File: src/rtl/matrix_pkg.sv
// Shared definitions for the matrix stream host.
// Holds the element/word geometry, the host FSM state type and a helper
// that places one element byte into a packed 2x2 operand word.
package matrix_pkg;

    localparam int ELEM_W = 8;
    localparam int N_ELEM = 4;
    localparam int WORD_W = ELEM_W * N_ELEM;

    typedef enum logic [1:0] {
        ST_LOAD  = 2'd0,
        ST_START = 2'd1,
        ST_WAIT  = 2'd2,
        ST_SEND  = 2'd3
    } state_t;

    // Element 0 (m00) lives in the most significant byte.
    function automatic logic [WORD_W-1:0] put_elem(
        input logic [WORD_W-1:0] word,
        input logic [1:0]        idx,
        input logic [ELEM_W-1:0] elem
    );
        logic [WORD_W-1:0] res;
        res = word;
        case (idx)
            2'd0:    res[31:24] = elem;
            2'd1:    res[23:16] = elem;
            2'd2:    res[15:8]  = elem;
            2'd3:    res[7:0]   = elem;
            default: res        = word;
        endcase
        return res;
    endfunction

endpackage

File: src/rtl/mm_byte_serializer.sv
// 32-to-8 shift register with a valid/ready output handshake.
// Ports:
//   clk, rst      : clock, synchronous active-low reset
//   load          : capture load_data and start presenting it (MSB byte first)
//   load_data     : packed result word
//   out_ready     : downstream accepts out_data
//   out_data      : current byte (registered)
//   out_valid     : out_data is valid (registered)
//   last          : the final byte transfers this cycle
module mm_byte_serializer
    import matrix_pkg::*;
(
    input  logic              clk,
    input  logic              rst,
    input  logic              load,
    input  logic [WORD_W-1:0] load_data,
    input  logic              out_ready,
    output logic [ELEM_W-1:0] out_data,
    output logic              out_valid,
    output logic              last
);

    logic [WORD_W-1:0] shreg_r;
    logic [1:0]        cnt_r;
    logic              valid_r;
    logic              xfer_s;

    assign xfer_s    = valid_r && out_ready;
    assign last      = xfer_s && (cnt_r == 2'(N_ELEM - 1));
    assign out_data  = shreg_r[WORD_W-1 -: ELEM_W];
    assign out_valid = valid_r;

    // Shift register: load a word, then shift one byte out per accepted transfer.
    always_ff @(posedge clk) begin
        if (!rst) begin
            shreg_r <= '0;
            cnt_r   <= 2'd0;
            valid_r <= 1'b0;
        end else if (load) begin
            shreg_r <= load_data;
            cnt_r   <= 2'd0;
            valid_r <= 1'b1;
        end else if (xfer_s) begin
            shreg_r <= {shreg_r[WORD_W-ELEM_W-1:0], {ELEM_W{1'b0}}};
            cnt_r   <= cnt_r + 2'd1;
            valid_r <= (cnt_r != 2'(N_ELEM - 1));
        end else begin
            shreg_r <= shreg_r;
            cnt_r   <= cnt_r;
            valid_r <= valid_r;
        end
    end

endmodule

File: src/rtl/matrix_stream_host.sv
// Host for a 2x2 matrix multiplier: collects 8 operand bytes, launches the
// multiplier, waits for its result (with a hang timeout) and streams the
// 4 result bytes back out.
// Ports:
//   clk, rst                : clock, synchronous active-low reset
//   in_data/in_valid/in_ready : operand byte stream (A bytes 0-3, B bytes 4-7)
//   mm_a, mm_b, mm_start    : packed operands and launch pulse to the multiplier
//   mm_done, mm_res         : multiplier completion (pulse or level) and product
//   out_data/out_valid/out_ready : result byte stream
//   busy                    : high whenever not loading operands
//   err                     : sticky multiplier timeout flag
module matrix_stream_host
    import matrix_pkg::*;
#(
    parameter int TIMEOUT_CYCLES = 64
) (
    input  logic              clk,
    input  logic              rst,
    input  logic [ELEM_W-1:0] in_data,
    input  logic              in_valid,
    output logic              in_ready,
    output logic [WORD_W-1:0] mm_a,
    output logic [WORD_W-1:0] mm_b,
    output logic              mm_start,
    input  logic              mm_done,
    input  logic [WORD_W-1:0] mm_res,
    output logic [ELEM_W-1:0] out_data,
    output logic              out_valid,
    input  logic              out_ready,
    output logic              busy,
    output logic              err
);

    localparam int TW = $clog2(TIMEOUT_CYCLES) + 1;

    state_t            state_r, state_s;
    logic [2:0]        byte_cnt_r;
    logic [TW-1:0]     tmo_cnt_r;
    logic [WORD_W-1:0] mm_a_r, mm_b_r;
    logic              in_ready_r, mm_start_r, busy_r, err_r;
    logic              take_s, capture_s, tmo_last_s, timeout_s, ser_last_s;

    assign take_s     = (state_r == ST_LOAD) && in_valid && in_ready_r;
    assign capture_s  = (state_r == ST_WAIT) && mm_done;
    assign tmo_last_s = (tmo_cnt_r == TW'(TIMEOUT_CYCLES - 1));
    // A done in the final timeout cycle takes precedence over the timeout.
    assign timeout_s  = (state_r == ST_WAIT) && !mm_done && tmo_last_s;

    assign in_ready = in_ready_r;
    assign mm_a     = mm_a_r;
    assign mm_b     = mm_b_r;
    assign mm_start = mm_start_r;
    assign busy     = busy_r;
    assign err      = err_r;

    // Next-state logic.
    always_comb begin
        state_s = state_r;
        case (state_r)
            ST_LOAD: begin
                if (take_s && (byte_cnt_r == 3'd7)) state_s = ST_START;
                else                                state_s = ST_LOAD;
            end
            ST_START: state_s = ST_WAIT;
            ST_WAIT: begin
                if (mm_done)        state_s = ST_SEND;
                else if (tmo_last_s) state_s = ST_LOAD;
                else                state_s = ST_WAIT;
            end
            ST_SEND: begin
                if (ser_last_s) state_s = ST_LOAD;
                else            state_s = ST_SEND;
            end
            default: state_s = ST_LOAD;
        endcase
    end

    // State, counters, operand registers and registered status outputs.
    // Status outputs are computed from the next state so they line up with it.
    always_ff @(posedge clk) begin
        if (!rst) begin
            state_r    <= ST_LOAD;
            byte_cnt_r <= 3'd0;
            tmo_cnt_r  <= '0;
            mm_a_r     <= '0;
            mm_b_r     <= '0;
            in_ready_r <= 1'b0;
            mm_start_r <= 1'b0;
            busy_r     <= 1'b0;
            err_r      <= 1'b0;
        end else begin
            state_r    <= state_s;
            in_ready_r <= (state_s == ST_LOAD);
            mm_start_r <= (state_s == ST_START);
            busy_r     <= (state_s != ST_LOAD);

            if (take_s) begin
                byte_cnt_r <= byte_cnt_r + 3'd1;
                if (!byte_cnt_r[2]) mm_a_r <= put_elem(mm_a_r, byte_cnt_r[1:0], in_data);
                else                mm_b_r <= put_elem(mm_b_r, byte_cnt_r[1:0], in_data);
            end else if (timeout_s) begin
                byte_cnt_r <= 3'd0;
            end else begin
                byte_cnt_r <= byte_cnt_r;
            end

            if ((state_r == ST_WAIT) && !mm_done && !tmo_last_s) tmo_cnt_r <= tmo_cnt_r + TW'(1);
            else                                                 tmo_cnt_r <= '0;

            if (timeout_s) err_r <= 1'b1;
            else           err_r <= err_r;
        end
    end

    // The serializer's shift register doubles as the captured-result register.
    mm_byte_serializer u_ser (
        .clk       (clk),
        .rst       (rst),
        .load      (capture_s),
        .load_data (mm_res),
        .out_ready (out_ready),
        .out_data  (out_data),
        .out_valid (out_valid),
        .last      (ser_last_s)
    );

endmodule

File: config.mk
export PLATFORM = sky130hd
export DESIGN_NAME = matrix_stream_host
export DESIGN_NICKNAME = d
export VERILOG_FILES = /design/src/rtl/matrix_pkg.sv /design/src/rtl/mm_byte_serializer.sv /design/src/rtl/matrix_stream_host.sv
export SDC_FILE = /design/constraint.sdc
export NUM_CORES = 1
export LEC_CHECK = 0
export BUFFER_PORTS_ARGS = -buffer_cell sky130_fd_sc_hd__clkbuf_2
export CORE_UTILIZATION = 40
export CTS_CLUSTER_SIZE = 30
export DETAILED_ROUTE_END_ITERATION = 6
export PLACE_DENSITY = 0.7
export SYNTH_ARGS = -nofsm -noshare
export SYNTH_HDL_FRONTEND = slang
export SYNTH_HIERARCHICAL = 1
export SYNTH_SLANG_ARGS = --single-unit
File: constraint.sdc
create_clock -name clk -period 4.4 [get_ports clk]
set_clock_uncertainty 0.05 [all_clocks]
set_input_delay 0.44 -clock clk [delete_from_list [all_inputs] [get_ports clk]]
set_output_delay 0.44 -clock clk [all_outputs]
set_load 0.005 [all_outputs]
; Word-level counts from Yosys, hierarchy flattened
; Cells that the tools add are included.
; W data, S select, Z words.
[op_classes]
add_sub_neg = 3
mul = 0
div = 0
order_cmp = 0
eq_ne = 11
shifts = 0
n_mux = 11
bitwise = 2
n_reduce_logical = 27
[op_table]
columns = cell, count
row1 = $mux W32, 2
row2 = $reduce_and A3 Y1, 8
row3 = $eq A2 B2 Y1 const B, 5
row4 = $logic_and A1 B1 Y1, 9
row5 = $pmux W2 S4, 1
row6 = $add A7 B1 Y7 const B, 1
row7 = $eq A7 B6 Y1 const B, 1
row8 = $eq A2 B1 Y1 const B, 3
row9 = $logic_not A2 Y1, 3
row10 = $mux W2, 3
row11 = $mux W3, 2
row12 = $reduce_bool A2 Y1, 3
row13 = $add A3 B1 Y3 const B, 1
row14 = $eq A3 B3 Y1 const B, 1
row15 = $mux W1, 3
row16 = $add A2 B1 Y2 const B, 1
row17 = $logic_not A1 Y1, 2
row18 = $ne A2 B2 Y1 const B, 1
row19 = $not A1 Y1, 2
row20 = $reduce_and A2 Y1, 1
row21 = $reduce_or A2 Y1, 1
[totals]
register_bits = 115
latch_bits = 0
mem_bits_rw = 0
romBits = 0
input_bits = 45
out_inout_bits = 77
wordCells = 72
memories = 0

; Logic depth before layout (Yosys ltp)
[depth]
depth_word = 7
ltp_mapped = 8
mapped_depth_nobuf = 5

; By module
; The synthesis kept the hierarchy.
[by_module_without_submodules]
columns = module, instances, cells_per_inst, area_per_inst_um2, seq_area_each_um2
row1 = matrix_stream_host, 1, 300, 2808.9, 1601.5
row2 = mm_byte_serializer, 1, 165, 1562.7, 700.7

; Worst setup path before layout
; Ideal clock, no wire load.
[synth_timing]
path_type = flip-flop to flip-flop
start = register tmo_cnt_r[0]
end = register busy_r (netlist: busy)
setup_time_ns = 0.115
arrival_time_ns = 1.565
required_ns = 4.235
setup_slack_ns = 2.670
stages_incl_launch_ff = 6
path_buffers = 0
period_less_slack_ns = 1.730
path_cell_list = dfxtp_1 ha_1 nand3_2 or3_4 a221o_2 o21a_1
[synth_between]
elab_chain_cells = 5
[synth_rtl]
columns = element, line_no
row1 = from (decl), matrix_stream_host.sv:38  ; logic [TW-1:0] tmo_cnt_r;
row2 = from (signal assigned), matrix_stream_host.sv:107  ; if ((state_r == ST_WAIT) && !mm_done && !tmo_last_s) tmo_cnt_r <= tmo_cnt_r + TW'(1);
row3 = $eq A7 B6 Y1, matrix_stream_host.sv:45  ; assign tmo_last_s = (tmo_cnt_r == TW'(TIMEOUT_CYCLES - 1));
row4 = $mux W2, matrix_stream_host.sv:67  ; else if (tmo_last_s) state_s = ST_LOAD;
row5 = $mux W2, matrix_stream_host.sv:66  ; if (mm_done) state_s = ST_SEND;
row6 = $pmux W2 S4, matrix_stream_host.sv:59  ; case (state_r)
row7 = $reduce_bool A2 Y1, matrix_stream_host.sv:95  ; busy_r <= (state_s != ST_LOAD);
row8 = to (signal assigned), matrix_stream_host.sv:95
row9 = to (decl), matrix_stream_host.sv:40  ; logic in_ready_r, mm_start_r, busy_r, err_r;
; Every way passes these cells.
; A chain may end at the register's enable or synchronous reset.

; Worst setup path in the final report
[layout_timing]
start = register state_r[1]
end = register u_ser.shreg_r[16]
[layout_between]
elab_chain_cells = 3
elab_cells_between_ends = 4
cone_classes = eq/ne (1) / mux (1) / reduce/logical (2)
[layout_rtl]
columns = element, line_no
row1 = from (decl), matrix_stream_host.sv:36  ; state_t state_r, state_s;
row2 = from (signal assigned), matrix_stream_host.sv:92  ; state_r <= state_s;
row3 = $eq A2 B2 Y1 (*), matrix_stream_host.sv:44  ; assign capture_s = (state_r == ST_WAIT) && mm_done;
row4 = $logic_and A1 B1 Y1 (*), matrix_stream_host.sv:44
row5 = net capture_s, matrix_stream_host.sv:41  ; logic take_s, capture_s, tmo_last_s, timeout_s, ser_last_s;
row6 = $mux W32 / $reduce_bool A2 Y1 (equally long branches), n/a
row7 = to (signal assigned), mm_byte_serializer.sv:40  ; shreg_r <= load_data;
row8 = to (signal assigned), mm_byte_serializer.sv:44  ; shreg_r <= {shreg_r[WORD_W-ELEM_W-1:0], {ELEM_W{1'b0}}};
row9 = to (signal assigned), mm_byte_serializer.sv:48  ; shreg_r <= shreg_r;
row10 = to (decl), mm_byte_serializer.sv:23  ; logic [WORD_W-1:0] shreg_r;
; Mark *: on every way through the listed nets, which the timed path passes. The rest lies on a longest branch.

==> results.toml <==
[routing]
drt_wl_total_microns = 10100
vias = 3650
drt-vias-per-instance = 5.10
routedWlPerCell_microns = 14.1
drt_iter0_drc = 232
drtAntennaViolNets = 0
drt_first_pass_iters = 5
drcViolationCount = 0

[place]
placed_cells = 684
gp_congestion = 0.742
portBuffers = 121
hpwlAfterDp_microns = 6860

[finish]
area_growth_pct = 24.8
drive_gt1_share_pct = 28.4
n_antenna_cell = 0
nets = 619
stdcell_count = 716
multi_input_area_sq_mm = 0.00178
nFillCells = 957
fin_util_pct = 52.2
seq_area_sq_mm = 0.00230

[global_route]
grt_usage_pct = 18.4
overflow = 0
grt_pass1_vias = 3231
grt_pass1_wl_microns = 16100
grt_max_degree = 101
antenna_found_initial = 0

[clock_network]
cts_hold_buffers = 0
postCtsResizedCells = 0
clk_pin_slew_worst_paths_ns = 0.06
post-cts-setup-buffers = 0
numClockSinks = 115
clk_path_buf_depth = 2
cts_buffers = 17
clock_latency_ns = 0.51
root_buffer = "clkbuf_8"
cts_max_level = 4
cts_tree = "built"

[die]
core_sq_mm = 0.0105
chipHeight_microns = 107
rows = 37
die_w_microns = 107
initial_core_util_pct = 41.8
dieArea_sq_mm = 0.0114
io_pins = 122

[power]
vdd_ir_drop_max_v = 0.000210
power_uw = 2420
powerDensity_mw_per_mm2 = 444
p_leak_uw = 0.00241

[setup_path]
required_ns = 4.72
cp_data_arrival_time_ns = 2.67
reg2reg_from = "state_r[1]"
startpoint_type = "flip-flop"
reg2reg_slack_ns = 2.05
cp-end-kind = "flip-flop"
r2r_cells = 5
r2r-end = "u_ser/shreg_r[16]"
cp_max_fo = 57
crit_type = "flip-flop to flip-flop"

[yosys]
synthTopCellsByArea = "dfxtp_1 53%, o21ai_0 10%, nand3_1 10%"
synthArstFlopShare_pct = 0
synth_nets = 517
syn_area_per_cell_sq_um = 9.40
syn_inst = 465
ys.flop_type = "dfxtp_1"
synth_seq_cells = 115
yosys.area.top_type_share_pct = 52.7
synth_edf_count = 0
yosys_warnings = 6
synth_area_leader_cell = "dfxtp_1"
synth.distinct_cells = 41
ys_seq_area_share_pct = 52.7
syn_area_sq_mm = 0.00437

[timing]
relSlewSlack_pct = 37.7
worst_pin_slew_ns = 0.934
fin_crit_ns = 2.35
fmax_ghz = 0.426
finalSetupViolCount = 0
hold_viol = 0
rsz0062_at_grt = "false"
period_share_pct = 53.3
final.setup.tns_ns = 0
slew_viol_final = 0

[worst_hold_path]
min_to = "u_ser/shreg_r[2]"
hold_path_class = "input pin to flip-flop"
hp-start = "mm_res[2]"
hold_path_depth = 3

[status]
status = "finished, final reports clean"

[flow_run]
drv_cap = 0
synthesized netlist by cell type (2+ instances only):
cell type,count
o21ai_0,90
nor2_1,11
dfxtp_1,115
ha_1,7
buf_4,8
nand3_1,88
buf_2,11
nand2_1,22
nor2b_1,2
mux2i_1,25
a21boi_0,3
and2_1,2
nor3_1,2
a21boi_1,5
inv_1,5
o21a_1,2
xnor2_1,2
clkbuf_1,10
buf_6,4
xor2_1,3
clkbuf_8,2
a21oi_1,26
buf_8,2
cell type report:
| class | instances | area share, % |
|---|---|---|
| clock buffer | 17 | 7.59 |
| clock inverter | 15 | 2.73 |
| inverter | 6 | 0.459 |
| multi-input combinational | 305 | 32.6 |
| sequential | 115 | 42.2 |
| tap | 136 | 3.12 |
| timing repair buffer | 122 | 11.3 |
worst max path at each step:
| stage | from | endpoint | slack (ns) | depth (start not counted) |
|---|---|---|---|---|
| detailed placement | state_r[1] | u_ser/shreg_r[15] | 2.08 | 5 |
| global route | state_r[1] | u_ser/shreg_r[18] | 1.89 | 5 |
| floorplan | tmo_cnt_r[0] | busy | 2.67 | 5 |
| CTS | state_r[1] | u_ser/shreg_r[16] | 2.08 | 5 |
| finish | state_r[1] | u_ser/shreg_r[16] | 2.05 | 5 |
| global placement | state_r[1] | u_ser/shreg_r[23] | 2.20 | 5 |
layout by cell type, fill, tap and decap left out, types with 2 or more instances in the layout:
| cell | netlist | layout |
|---|---|---|
| clkinv_4 | 0 | 6 |
| a21boi_0 | 3 | 3 |
| nand2_1 | 22 | 22 |
| o21a_1 | 2 | 2 |
| dfxtp_1 | 115 | 115 |
| o21ai_0 | 90 | 90 |
| and2_1 | 2 | 2 |
| nand3_1 | 88 | 88 |
| ha_1 | 7 | 7 |
| nor2_1 | 11 | 11 |
| inv_1 | 5 | 5 |
| clkbuf_2 | 1 | 120 |
| inv_8 | 0 | 2 |
| a21boi_1 | 5 | 5 |
| clkinv_2 | 0 | 2 |
| nor3_1 | 2 | 2 |
| buf_4 | 8 | 2 |
| inv_6 | 0 | 3 |
| mux2i_1 | 25 | 25 |
| xnor2_1 | 2 | 2 |
| nor2b_1 | 2 | 2 |
| a21oi_1 | 26 | 26 |
| xor2_1 | 3 | 3 |
| clkbuf_16 | 0 | 16 |
cell families (layout without fill, tap and decap cells):
family          Yosys count  in the layout  synth area share (%)
fa+ha+maj                 7              7                  2.00
mux                      25             25                  5.72
buf+inv                  45            160                  6.61
simple gates            138            138                  16.2
compound gates          130            130                  15.8
xor+xnor                  5              5                  1.00
flops                   115            115                  52.7
sequential cells by signal (all words and copies together), names as in the netlist:
| register | count |
|---|---|
| in_ready | 1 |
| mm_a | 32 |
| mm_b | 32 |
| busy | 1 |
| u_ser/out_valid | 1 |
| state_r | 2 |
| u_ser/shreg_r | 32 |
| u_ser/cnt_r | 2 |
| mm_start | 1 |
| tmo_cnt_r | 7 |
| err | 1 |
| byte_cnt_r | 3 |
where the power goes:
group	leakage (uW)	internal [uW]	switching [uW]
Sequential	0.000927	1050	5.84
Clock	0.000277	762	516
Combinational	0.00121	31.3	54.9
per-layer routing:
metal / track usage, % / part of all wire [%] / vias up
li1: - / - / 1855
met1: 22.7 / 45 / 1666
met2: 28.8 / 47 / 117
met3: 6.74 / 7.2 / 12
met4: 7.73 / 1.2 / 0
met5: 0 / 0 / -
critical path, stage by stage, from the launching register on:
cell and delay [ns]:
dfxtp_1 0.43, or2b_2 0.34, nor2_1 0.61, inv_4 0.37, o21ai_0 0.32, a21oi_1 0.06
metrics by stage:
stage / worst slack (ns) / hold slack [ns] / area [sq um]
after floorplan: 2.67 / 0.363 / 4370
after global placement: 2.20 / 0.374 / 4890
after detailed placement: 2.08 / 0.390 / 4890
after CTS: 2.08 / 0.0884 / 5460
after global routing: 1.89 / 0.101 / 5460
final: 2.05 / 0.111 / 5460
Note: power is estimated with default switching activity, not from simulation.
